[src/rtl/operand_entry_ctrl.sv]
// operand_entry_ctrl: debounced button entry of two 8-bit operands (A/B),
// with auto-repeat on held up/down, feeding an adder/FND display block.
// Ports: clk; reset (sync, active-high); btn_sel/btn_up/btn_down/btn_clr
//   raw async active-high buttons; o_a/o_b operands; o_sel operand under
//   edit (0=A, 1=B); o_update one-cycle strobe whenever o_a/o_b/o_sel change.
module operand_entry_ctrl #(
   parameter int DEBOUNCE_CYCLES = 1_000_000,
   parameter int REPEAT_CYCLES   = 30_000_000
) (
   input  logic       clk,
   input  logic       reset,
   input  logic       btn_sel,
   input  logic       btn_up,
   input  logic       btn_down,
   input  logic       btn_clr,
   output logic [7:0] o_a,
   output logic [7:0] o_b,
   output logic       o_sel,
   output logic       o_update
);

   localparam int BSEL = 0;
   localparam int BUP  = 1;
   localparam int BDN  = 2;
   localparam int BCLR = 3;

   localparam int DW = $clog2(DEBOUNCE_CYCLES + 1);
   localparam int RW = $clog2(REPEAT_CYCLES + 1);

   localparam logic [DW-1:0] DB_LAST = DW'(DEBOUNCE_CYCLES - 1);
   localparam logic [RW-1:0] RP_LAST = RW'(REPEAT_CYCLES - 1);

   typedef enum logic {
      EDIT_A = 1'b0,
      EDIT_B = 1'b1
   } state_t;

   logic [3:0]    raw;
   logic [3:0]    sync1;
   logic [3:0]    sync2;
   logic [3:0]    level;
   logic [3:0]    press;
   logic [DW-1:0] db_cnt [4];

   assign raw = {btn_clr, btn_down, btn_up, btn_sel};

   // Two-flop synchronizer for the asynchronous buttons.
   always_ff @(posedge clk) begin
      if (reset) begin
         sync1 <= '0;
         sync2 <= '0;
      end else begin
         sync1 <= raw;
         sync2 <= sync1;
      end
   end

   // Debounce: the accepted level flips only after DEBOUNCE_CYCLES
   // consecutive samples that disagree with it; any agreeing sample
   // restarts the count. press is a registered one-cycle rise strobe.
   always_ff @(posedge clk) begin
      if (reset) begin
         level <= '0;
         press <= '0;
         for (int i = 0; i < 4; i++) begin
            db_cnt[i] <= '0;
         end
      end else begin
         press <= '0;
         for (int i = 0; i < 4; i++) begin
            if (sync2[i] == level[i]) begin
               db_cnt[i] <= '0;
            end else if (db_cnt[i] == DB_LAST) begin
               db_cnt[i] <= '0;
               level[i]  <= sync2[i];
               press[i]  <= sync2[i];
            end else begin
               db_cnt[i] <= db_cnt[i] + 1'b1;
            end
         end
      end
   end

   logic          hold;
   logic          rep_hit;
   logic          up_evt;
   logic          dn_evt;
   logic          any_evt;
   logic [RW-1:0] rep_cnt;

   // Repeat runs only while exactly one of up/down is held. The counter
   // restarts on every event, so repeats land REPEAT_CYCLES apart.
   assign hold    = level[BUP] ^ level[BDN];
   assign rep_hit = hold & (rep_cnt == RP_LAST)
                  & ~press[BUP] & ~press[BDN];
   assign up_evt  = press[BUP] | (rep_hit & level[BUP]);
   assign dn_evt  = press[BDN] | (rep_hit & level[BDN]);
   assign any_evt = (|press) | rep_hit;

   always_ff @(posedge clk) begin
      if (reset || !hold || any_evt) begin
         rep_cnt <= '0;
      end else begin
         rep_cnt <= rep_cnt + 1'b1;
      end
   end

   state_t     state;
   state_t     state_n;
   logic [7:0] a_n;
   logic [7:0] b_n;
   logic       upd_n;

   always_ff @(posedge clk) begin
      if (reset) begin
         state    <= EDIT_A;
         o_a      <= '0;
         o_b      <= '0;
         o_update <= 1'b0;
      end else begin
         state    <= state_n;
         o_a      <= a_n;
         o_b      <= b_n;
         o_update <= upd_n;
      end
   end

   // Priority clr > sel > up/down; up and down together cancel.
   always_comb begin
      state_n = state;
      a_n     = o_a;
      b_n     = o_b;
      if (press[BCLR]) begin
         state_n = EDIT_A;
         a_n     = '0;
         b_n     = '0;
      end else if (press[BSEL]) begin
         state_n = (state == EDIT_A) ? EDIT_B : EDIT_A;
      end else if (up_evt ^ dn_evt) begin
         if (state == EDIT_A) begin
            a_n = up_evt ? o_a + 8'd1 : o_a - 8'd1;
         end else begin
            b_n = up_evt ? o_b + 8'd1 : o_b - 8'd1;
         end
      end
      upd_n = (a_n != o_a) | (b_n != o_b) | (state_n != state);
   end

   assign o_sel = (state == EDIT_B);

endmodule

[config.mk]
export PLATFORM = sky130hd
export DESIGN_NAME = operand_entry_ctrl
export DESIGN_NICKNAME = d
export VERILOG_FILES = /design/src/rtl/operand_entry_ctrl.sv
export SDC_FILE = /design/constraint.sdc
export NUM_CORES = 1
export LEC_CHECK = 0
export BUFFER_PORTS_ARGS = -buffer_cell sky130_fd_sc_hd__buf_2
export CAP_MARGIN = 30
export CELL_PAD_IN_SITES_DETAIL_PLACEMENT = 0
export CELL_PAD_IN_SITES_GLOBAL_PLACEMENT = 1
export CORE_MARGIN = 3
export CORE_UTILIZATION = 25
export CTS_CLUSTER_DIAMETER = 60
export CTS_CLUSTER_SIZE = 12
export DETAILED_ROUTE_END_ITERATION = 8
export HOLD_SLACK_MARGIN = 0.05
export PLACE_DENSITY_LB_ADDON = 0.2
export SLEW_MARGIN = 20
export SYNTH_ARGS = -nofsm -noshare
export SYNTH_HDL_FRONTEND = slang
export SYNTH_SLANG_ARGS = --single-unit
[constraint.sdc]
create_clock -name clk -period 10.2 [get_ports clk]
set_input_delay 2.04 -clock clk [delete_from_list [all_inputs] [get_ports clk]]
set_output_delay 2.04 -clock clk [all_outputs]
set_load 0.02 [all_outputs]
Word-level counts from Yosys, hierarchy flattened. Memories as Yosys holds them, arrays and structs flattened. Index checks and enable logic that the tools add are counted.

Memories: 1. Memory bits (writable): 80. Output and inout bits: 18. Register bits: 59.

Memories: db_cnt (words 4, width 20, rd ports 4, clocked after Yosys merged registers in 0, write ports 4, RTL line 43) `logic [DW-1:0] db_cnt [4];`.

Bitwise gates (word level): 34. Equality and inequality tests: 12. Add/sub/neg operators: 9. Muxes and demuxes: 71. Reduce and logical (&&, ||, !) cells: 12.

Operators by type and width (number): $mux W20 (12); $add A20 B1 Y20 const B (4); $eq A20 B20 Y1 const B (4); $mux W8 (10); $mux W1 (49); $add A25 B1 Y25 const B (1); $eq A25 B25 Y1 const B (1); $or A1 B1 Y1 (17); $add A8 B1 Y8 const B (2); $ne A8 B8 Y1 (2); $sub A8 B1 Y8 const B (2); $reduce_or A3 Y1 (4); $not A1 Y1 (10); $reduce_and A2 Y1 (4); $and A1 B1 Y1 (5); $eq A1 B1 Y1 (4); $reduce_or A4 Y1 (1); $logic_or A1 B1 Y1 (2); $xor A1 B1 Y1 (2); $logic_not A1 Y1 (1); $ne A1 B1 Y1 (1).

Logic depth before layout (Yosys ltp). Gate-level depths: netlist of run 1.

Depth in word-level cells: 14. Depth in mapped cells: 13. Gate-level depth less buffers: 12.

Worst setup path before layout of run 1. No wires, ideal clock.

Path kind: reg2reg. From: register rep_cnt[10]. To: register o_update. Data arrival time: 3574 ps. Data required time: 10077 ps. Library setup time: 123 ps. Setup slack: 6503 ps. Clock period less this slack: 3697 ps. Stages on the path, launching flop included: 12. Path through: dfxtp_1 or4b_4 nor4b_1 a31oi_1 fa_1 a211oi_1 nor2_1 xnor2_1 a2111o_1 o2bb2ai_1 a311oi_1 o21ai_0.

Longest elaborated chain between the ends: 14.

RTL lines: start: declaration (RTL line 89) `logic [RW-1:0] rep_cnt;`; start signal: assignment (RTL line 104) `rep_cnt <= rep_cnt + 1'b1;`; $eq A25 B25 Y1 (*) (RTL line 94) `assign rep_hit = hold & (rep_cnt == RP_LAST)`; $and A1 B1 Y1 (*) (RTL line 94); $and A1 B1 Y1 (*) (2 in a row) (RTL line 95) `& ~press[BUP] & ~press[BDN];`; $and A1 B1 Y1 (RTL line 96) `assign up_evt = press[BUP] | (rep_hit & level[BUP]);`; $or A1 B1 Y1 (RTL line 96); $mux W8 (on tied branches) (RTL line 141, 143); $mux W8 (RTL line 140) `if (state == EDIT_A) begin`; $mux W8 (RTL line 139) `end else if (up_evt ^ dn_evt) begin`; $mux W8 (RTL line 137) `end else if (press[BSEL]) begin`; $mux W8 (RTL line 133) `if (press[BCLR]) begin`; $ne A8 B8 Y1 (RTL line 146) `upd_n = (a_n != o_a) | (b_n != o_b) | (state_n != state);`; $or A1 B1 Y1 (*) (2 in a row) (RTL line 146); end signal: assignment (RTL line 124) `o_update <= upd_n;`; end: declaration (RTL line 19) `output logic o_update`.

Mark *: on every way between the ends. The rest lies on a longest branch, timed or not. A chain may end at the register's enable or synchronous reset.

Worst setup path after layout of run 1. Same ends and word-level chain as after synthesis.

==> reports/results.txt, run 1 <==
Worst-Margin Slew - 805.3 ps
Peak Freq - 263.1 MHz
Flip-flop and latch area - 3583 µm²
Syn Inst Count - 737
Place WS - 6370 ps
Clock latency on the worst-skew pair - 420 ps
Crit Path Class - flop to flop
Worst Path Required - 10490 ps
Vias in the first global route - 5043
Drt pass-1 iters - 4
Cts bufs inserted - 17
Grt met1 use - 12.99%
Total power per unit cell area - 142.6 nW/µm²
Port Buffers - 23
Share of cells above drive strength 1 - 7.719%
Most Used Layer, Global Route - met2
Post_cts resized - 0
RePlAce Congestion - 0.7187
DR WL/cell - 11.69 µm
Setup TNS - 0 ps
CTS HTree Levels - 4
Top-count cell post-synth - nor2_1
Initial DRC Count - 249
Async SR Flop Fraction - 0%
Antenna violations before repair - 0
Leakage - 0.003132 µW
Final worst setup slack - 6399 ps
Number of synthesized flops with an enable pin - 80
Setup repair bufs after CTS - 0
# IOs - 24
Cell area after layout - 8670 µm²
GRT overflow - 0
Post-synth top area share - 32.87%
Die ar. - 31320 µm²
Clock buffer depth - 2
CP endpoint kind - flop
Top cells by count, synth - nor2_1, edfxtp_1, xor2_1, dfxtp_1, xnor2_1
# hold bufs at CTS - 0
First-pass GRT wire length - 24.58 mm
Reg-to-reg setup timing slack - 6400 ps
Area Growth Syn to Fin - 18.63%
Core area - 28320 µm²
Slew Limit Fails - 0
Die height - 177.0 µm
Syn Std Cell Area - 7308 µm²
Slew HR - 46.31%
Final period utilization - 37.27%
Dpl hpwl - 10.20 mm
Maximum VDD drop - 0.00008780 V
Final WL - 14.41 mm
Vias/cell - 4.219
Reg clk slew, reported paths - 60 ps
Hold_ws - 438.0 ps
Synthesized area per cell - 9.916 µm²
Worst hold path class - flop to flop
Inst Count DP - 1201
Fin nets - 867
Syn. warnings - 0
Top cells by area, synth - edfxtp_1, dfxtp_1, nor2_1, xor2_1, xnor2_1
Synth area leader - edfxtp_1
CTS Sinks - 139
Outcome - complete, no violations
Final setup fails - 0
Endpoints failing hold - 0
Yosys cell types - 61
GR Util met2 - 15.19%
GRT Total Usage - 9.764%
Worst-path maximum fanout - 9
CP startpoint kind - flop
Synth Flop Type - edfxtp_1
Residual DRC count - 0
CTS tree - yes
Sequential element share of the synthesized area - 49.03%
Final Skew - 10.30 ps
Max Cap Violations - 0
# fillers - 2978
Synth Register Bits - 139
Final antenna-violating net count - 0
Period minus WS final - 3801 ps
Pin count of the biggest net entering global routing - 23
Initial core utilization - 25.81%
M3 GR Usage - 2.767%
Multi-input gate area - 3870 µm²
Std cell rows - 61
Worst Path Arrival - 4090 ps
Ant. Diodes - 0
Clock root buffer - clkbuf_16
DP Area - 8120 µm²
Total number of vias - 5202
RSZ-0062 raised after global routing - false
Final instance count without filler cells - 1233
Die X - 177.0 µm
-- state kept, by name (all words and copies together) (netlist names) --
name,count
o_b,8
sync2,4
o_a,8
o_sel,1
sync1,4
level,4
o_update,1
rep_cnt,25
press,4
db_cnt,80
-- critical path, cell delays in order (launching register included) --
cell	delay [ps]
dfxtp_1	360
or4b_4	550
nor4b_1	360
a31oi_2	330
fa_1	500
a211oi_1	460
nor2_1	120
xnor2_1	170
a2111o_1	430
o2bb2ai_1	120
a311oi_1	180
o21ai_0	90
-- area by class of cell --
type | count | share of cell area (%)
sequential | 139 | 41.33
tap | 378 | 5.455
clock buffer | 17 | 4.907
inverter | 13 | 0.5629
timing repair buffer | 26 | 1.674
clock inverter | 15 | 1.429
multi-input combinational | 645 | 44.64
-- cell families after synthesis --
group	count (synthesis)	share of synthesized area, %
and+or+nand+nor	367	24.89
muxes	12	1.644
xor gates and xnor gates	114	13.66
buffers and inverters	32	2.157
adders and majority gates	19	3.458
DFF	139	49.03
other	1	0.05131
AOI/OAI and AO/OA	53	5.102
-- report_power, final --
| group | internal (µW) | switching, µW |
|---|---|---|
| clock | 334 | 251 |
| combinational | 12.1 | 17.0 |
| sequential | 608 | 14.4 |
-- cell usage in the layout, fill, tap and decap left out, types with 4 or more instances in the layout --
| cell type | count |
|---|---|
| nor2_1 | 156 |
| nand3_1 | 50 |
| ha_1 | 17 |
| xnor2_1 | 53 |
| nor4b_1 | 10 |
| clkinv_1 | 4 |
| nor4_1 | 8 |
| a211oi_1 | 5 |
| a21oi_1 | 9 |
| buf_2 | 23 |
| and3_1 | 36 |
| clkinvlp_4 | 4 |
| o21ai_0 | 10 |
| mux2i_1 | 12 |
| conb_1 | 80 |
| nor2b_1 | 15 |
| clkbuf_16 | 17 |
| nor3_1 | 8 |
| inv_1 | 13 |
| nand4_1 | 18 |
| edfxtp_1 | 80 |
| dfxtp_1 | 59 |
| xor2_1 | 61 |
| or3_1 | 6 |
| nand2_1 | 38 |
| and4_1 | 4 |
-- layer usage --
| metal | vias to the layer above | share of wire (%) |
|---|---|---|
| met3 | 11 | 3.0 |
| met5 | - | 0 |
| met1 | 2407 | 52 |
| met4 | 0 | 1.3 |
| li1 | 2737 | - |
| met2 | 47 | 44 |
-- stage by stage --
| stage | util, % | total power [µW] |
|---|---|---|
| finish | 30.62 | 1236 |
| global route | 30.62 | 1293 |
| CTS | 30.62 | 1263 |
| detailed placement | 28.68 | 663.5 |
| global placement | 28.57 | 663.8 |
| floorplan | - | 655.8 |
-- final timing paths --
kind / from / end / cells after the start
setup / recovery: rep_cnt[10] / o_update / 11
hold / removal: sync1[2] / sync2[2] / 1
setup reg to reg: rep_cnt[10] / o_update / 11
hold reg to reg: sync1[2] / sync2[2] / 1
Note: power is estimated with default switching activity, not from simulation.
==> inputs of run 2 (changes only) <==
- ABC_AREA: default -> 1
- clock period: 10.2 -> 3.6 ns (I/O delays scaled with it)
==> reports/results.txt, run 2 <==
Most common cell after layout, fill and taps aside - nand2_1
DP Area - 8662 µm²
Clock buffer depth - 2
Most flop-heavy register - db_cnt
Initial core utilization - 25.78%
Syn Std Cell Area - 7784 µm²
Initial DRC Count - 255
GRT Total Usage - 10.77%
CP startpoint kind - flop
Period minus WS final - 3224 ps
Clock latency on the worst-skew pair - 420 ps
Number of synthesized flops with an enable pin - 80
Metal-1 WL - 8.916 mm
Vias/cell - 4.224
Max Cap Violations - 0
Max FFs per register - 80
Total power per unit cell area - 394.8 nW/µm²
RSZ-0062 raised after global routing - false
Cell area after layout - 9245 µm²
Max Used Layer - met4
Ant. Diodes - 0
Top-count cell post-synth - nand2_1
Reg2reg path depth - 21
Fin nets - 1111
# hold bufs at CTS - 0
# IOs - 24
Top cells by area, synth - edfxtp_1, dfxtp_1, nand2_1, inv_1, nor2_1
Worst hold path class - flop to flop
Syn. warnings - 0
Worst-path maximum fanout - 16
Core area - 30190 µm²
Crit Path Class - flop to flop
Slew Limit Fails - 0
DR WL/cell - 11.56 µm
CTS tree - yes
Final Skew - 10.01 ps
First-pass GRT wire length - 29.26 mm
Slew HR - 54.06%
Synth Flop Type - edfxtp_1
Maximum VDD drop - 0.0003657 V
Sequential element share of the synthesized area - 46.04%
Worst Path Required - 3920 ps
Peak Freq - 310.2 MHz
Vias in the first global route - 6021
# fillers - 3262
Largest registers - db_cnt (80), rep_cnt (25)
Worst-Margin Slew - 679.5 ps
Most frequent cells in the layout - nand2_1, inv_1, nor2_1
Die ar. - 33290 µm²
Setup TNS - 0 ps
CP endpoint kind - flop
Syn Inst Count - 972
RePlAce Congestion - 0.7406
Post_cts resized - 0
Endpoints failing hold - 0
Port Buffers - 23
Top cells by count, synth - nand2_1, inv_1, nor2_1, edfxtp_1, a21oi_1
Pin count of the biggest net entering global routing - 28
CTS Sinks - 139
Synthesized area per cell - 8.008 µm²
Synth area leader - edfxtp_1
Die X - 182.5 µm
GRT overflow - 0
Yosys cell types - 55
Setup repair bufs after CTS - 0
Synth Register Bits - 139
Cts bufs inserted - 17
Hold path cells - 2
Share of cells above drive strength 1 - 9.463%
Reg clk slew, reported paths - 60 ps
Clock root buffer - clkbuf_16
Met2 wire length - 7.551 mm
Residual DRC count - 0
Worst Path Arrival - 3540 ps
Area Growth Syn to Fin - 18.78%
Antenna violations before repair - 0
Async SR Flop Fraction - 0%
Leakage - 0.003697 µW
Met3 wire len - 525 µm
CTS HTree Levels - 4
Std cell rows - 63
Outcome - complete, no violations
Final WL - 17.21 mm
Dpl hpwl - 12.78 mm
Post-synth top area share - 30.86%
Total number of vias - 6290
Final setup fails - 0
Drt pass-1 iters - 4
Final period utilization - 89.55%
Die height - 182.5 µm
Final antenna-violating net count - 0
## run 2: changes by cell type in the layout (fill, tap and decap cells not counted), sizes merged, moves of 20 or more
cell | previous run | this run
nand2 | 38 | 188
inv | 16 | 149
a21oi | 9 | 71
xor2 | 61 | 12
xnor2 | 53 | 8
nor3 | 10 | 44
and3 | 37 | 4
nor2 | 156 | 130
nor3b | 1 | 21
## run 2: per-stage QoR
stage	utilization [%]	instances	power, µW	worst slack [ps]	hold slack [ps]
final	30.62	1489	3650	376.3	396.7
after global routing	30.62	1489	3805	12.79	420.8
after CTS	30.62	1489	3713	369.5	394.1
after detailed placement	28.69	1457	1890	368.4	392.4
after global placement	28.69	1457	1891	411.3	390.7
after floorplan	-	1051	1859	664.5	388.3
## run 2: logic make-up after synthesis
| logic type | count (synthesis) | share of synthesized area, % |
|---|---|---|
| simple gates | 508 | 31.39 |
| buf+inv | 163 | 8.118 |
| flops | 139 | 46.04 |
| compound gates | 122 | 8.906 |
| xor+xnor | 20 | 2.250 |
| fa+ha+maj | 19 | 3.247 |
| other cells | 1 | 0.04818 |
## run 2: area by class of cell
class | count | area (µm²) | share of cell area, %
tap | 390 | 488.0 | 5.278
timing repair buffer | 29 | 160.2 | 1.732
multi-input combinational | 749 | 3865 | 41.81
inverter | 150 | 565.5 | 6.117
clock inverter | 13 | 150.1 | 1.624
clock buffer | 19 | 432.9 | 4.683
sequential | 139 | 3583 | 38.76
## run 2: path summary, 6_finish.rpt
kind              startpoint       end  slack (ps)
hold / removal      sync1[3]  sync2[3]         400
hold reg to reg     sync1[3]  sync2[3]         400
setup reg to reg  rep_cnt[0]  o_update         380
setup / recovery  rep_cnt[0]  o_update         380
## run 2: critical path, stage by stage, from the launching register on
cell	delay (ps)
dfxtp_1	350
ha_1	170
nand2_1	60
nor2_1	120
nand2_1	80
nor2_2	160
nand3_2	110
nand2_4	110
inv_2	160
ha_1	430
a21oi_1	100
or2_2	280
nand3_1	100
a21o_1	120
a21oi_1	70
or2_2	290
nand4_1	90
nand2_1	60
nor2_1	90
nand3_1	70
nand2_1	60
inv_1	40
## run 2: report_power, final
group	switching, µW	total, µW	internal [µW]	leakage (µW)
Clock	710	1790	1080	0.000282
Sequential	34.9	1760	1720	0.00130
Combinational	70.0	99.4	29.4	0.00211
Total	815	3650	2830	0.00370
## run 2: layer usage
metal  up-vias  GRT usage [%]
li1       3413              -
met1      2804          14.65
met2        60          16.84
met3        13          2.810
met4         0          3.260
met5         -              0
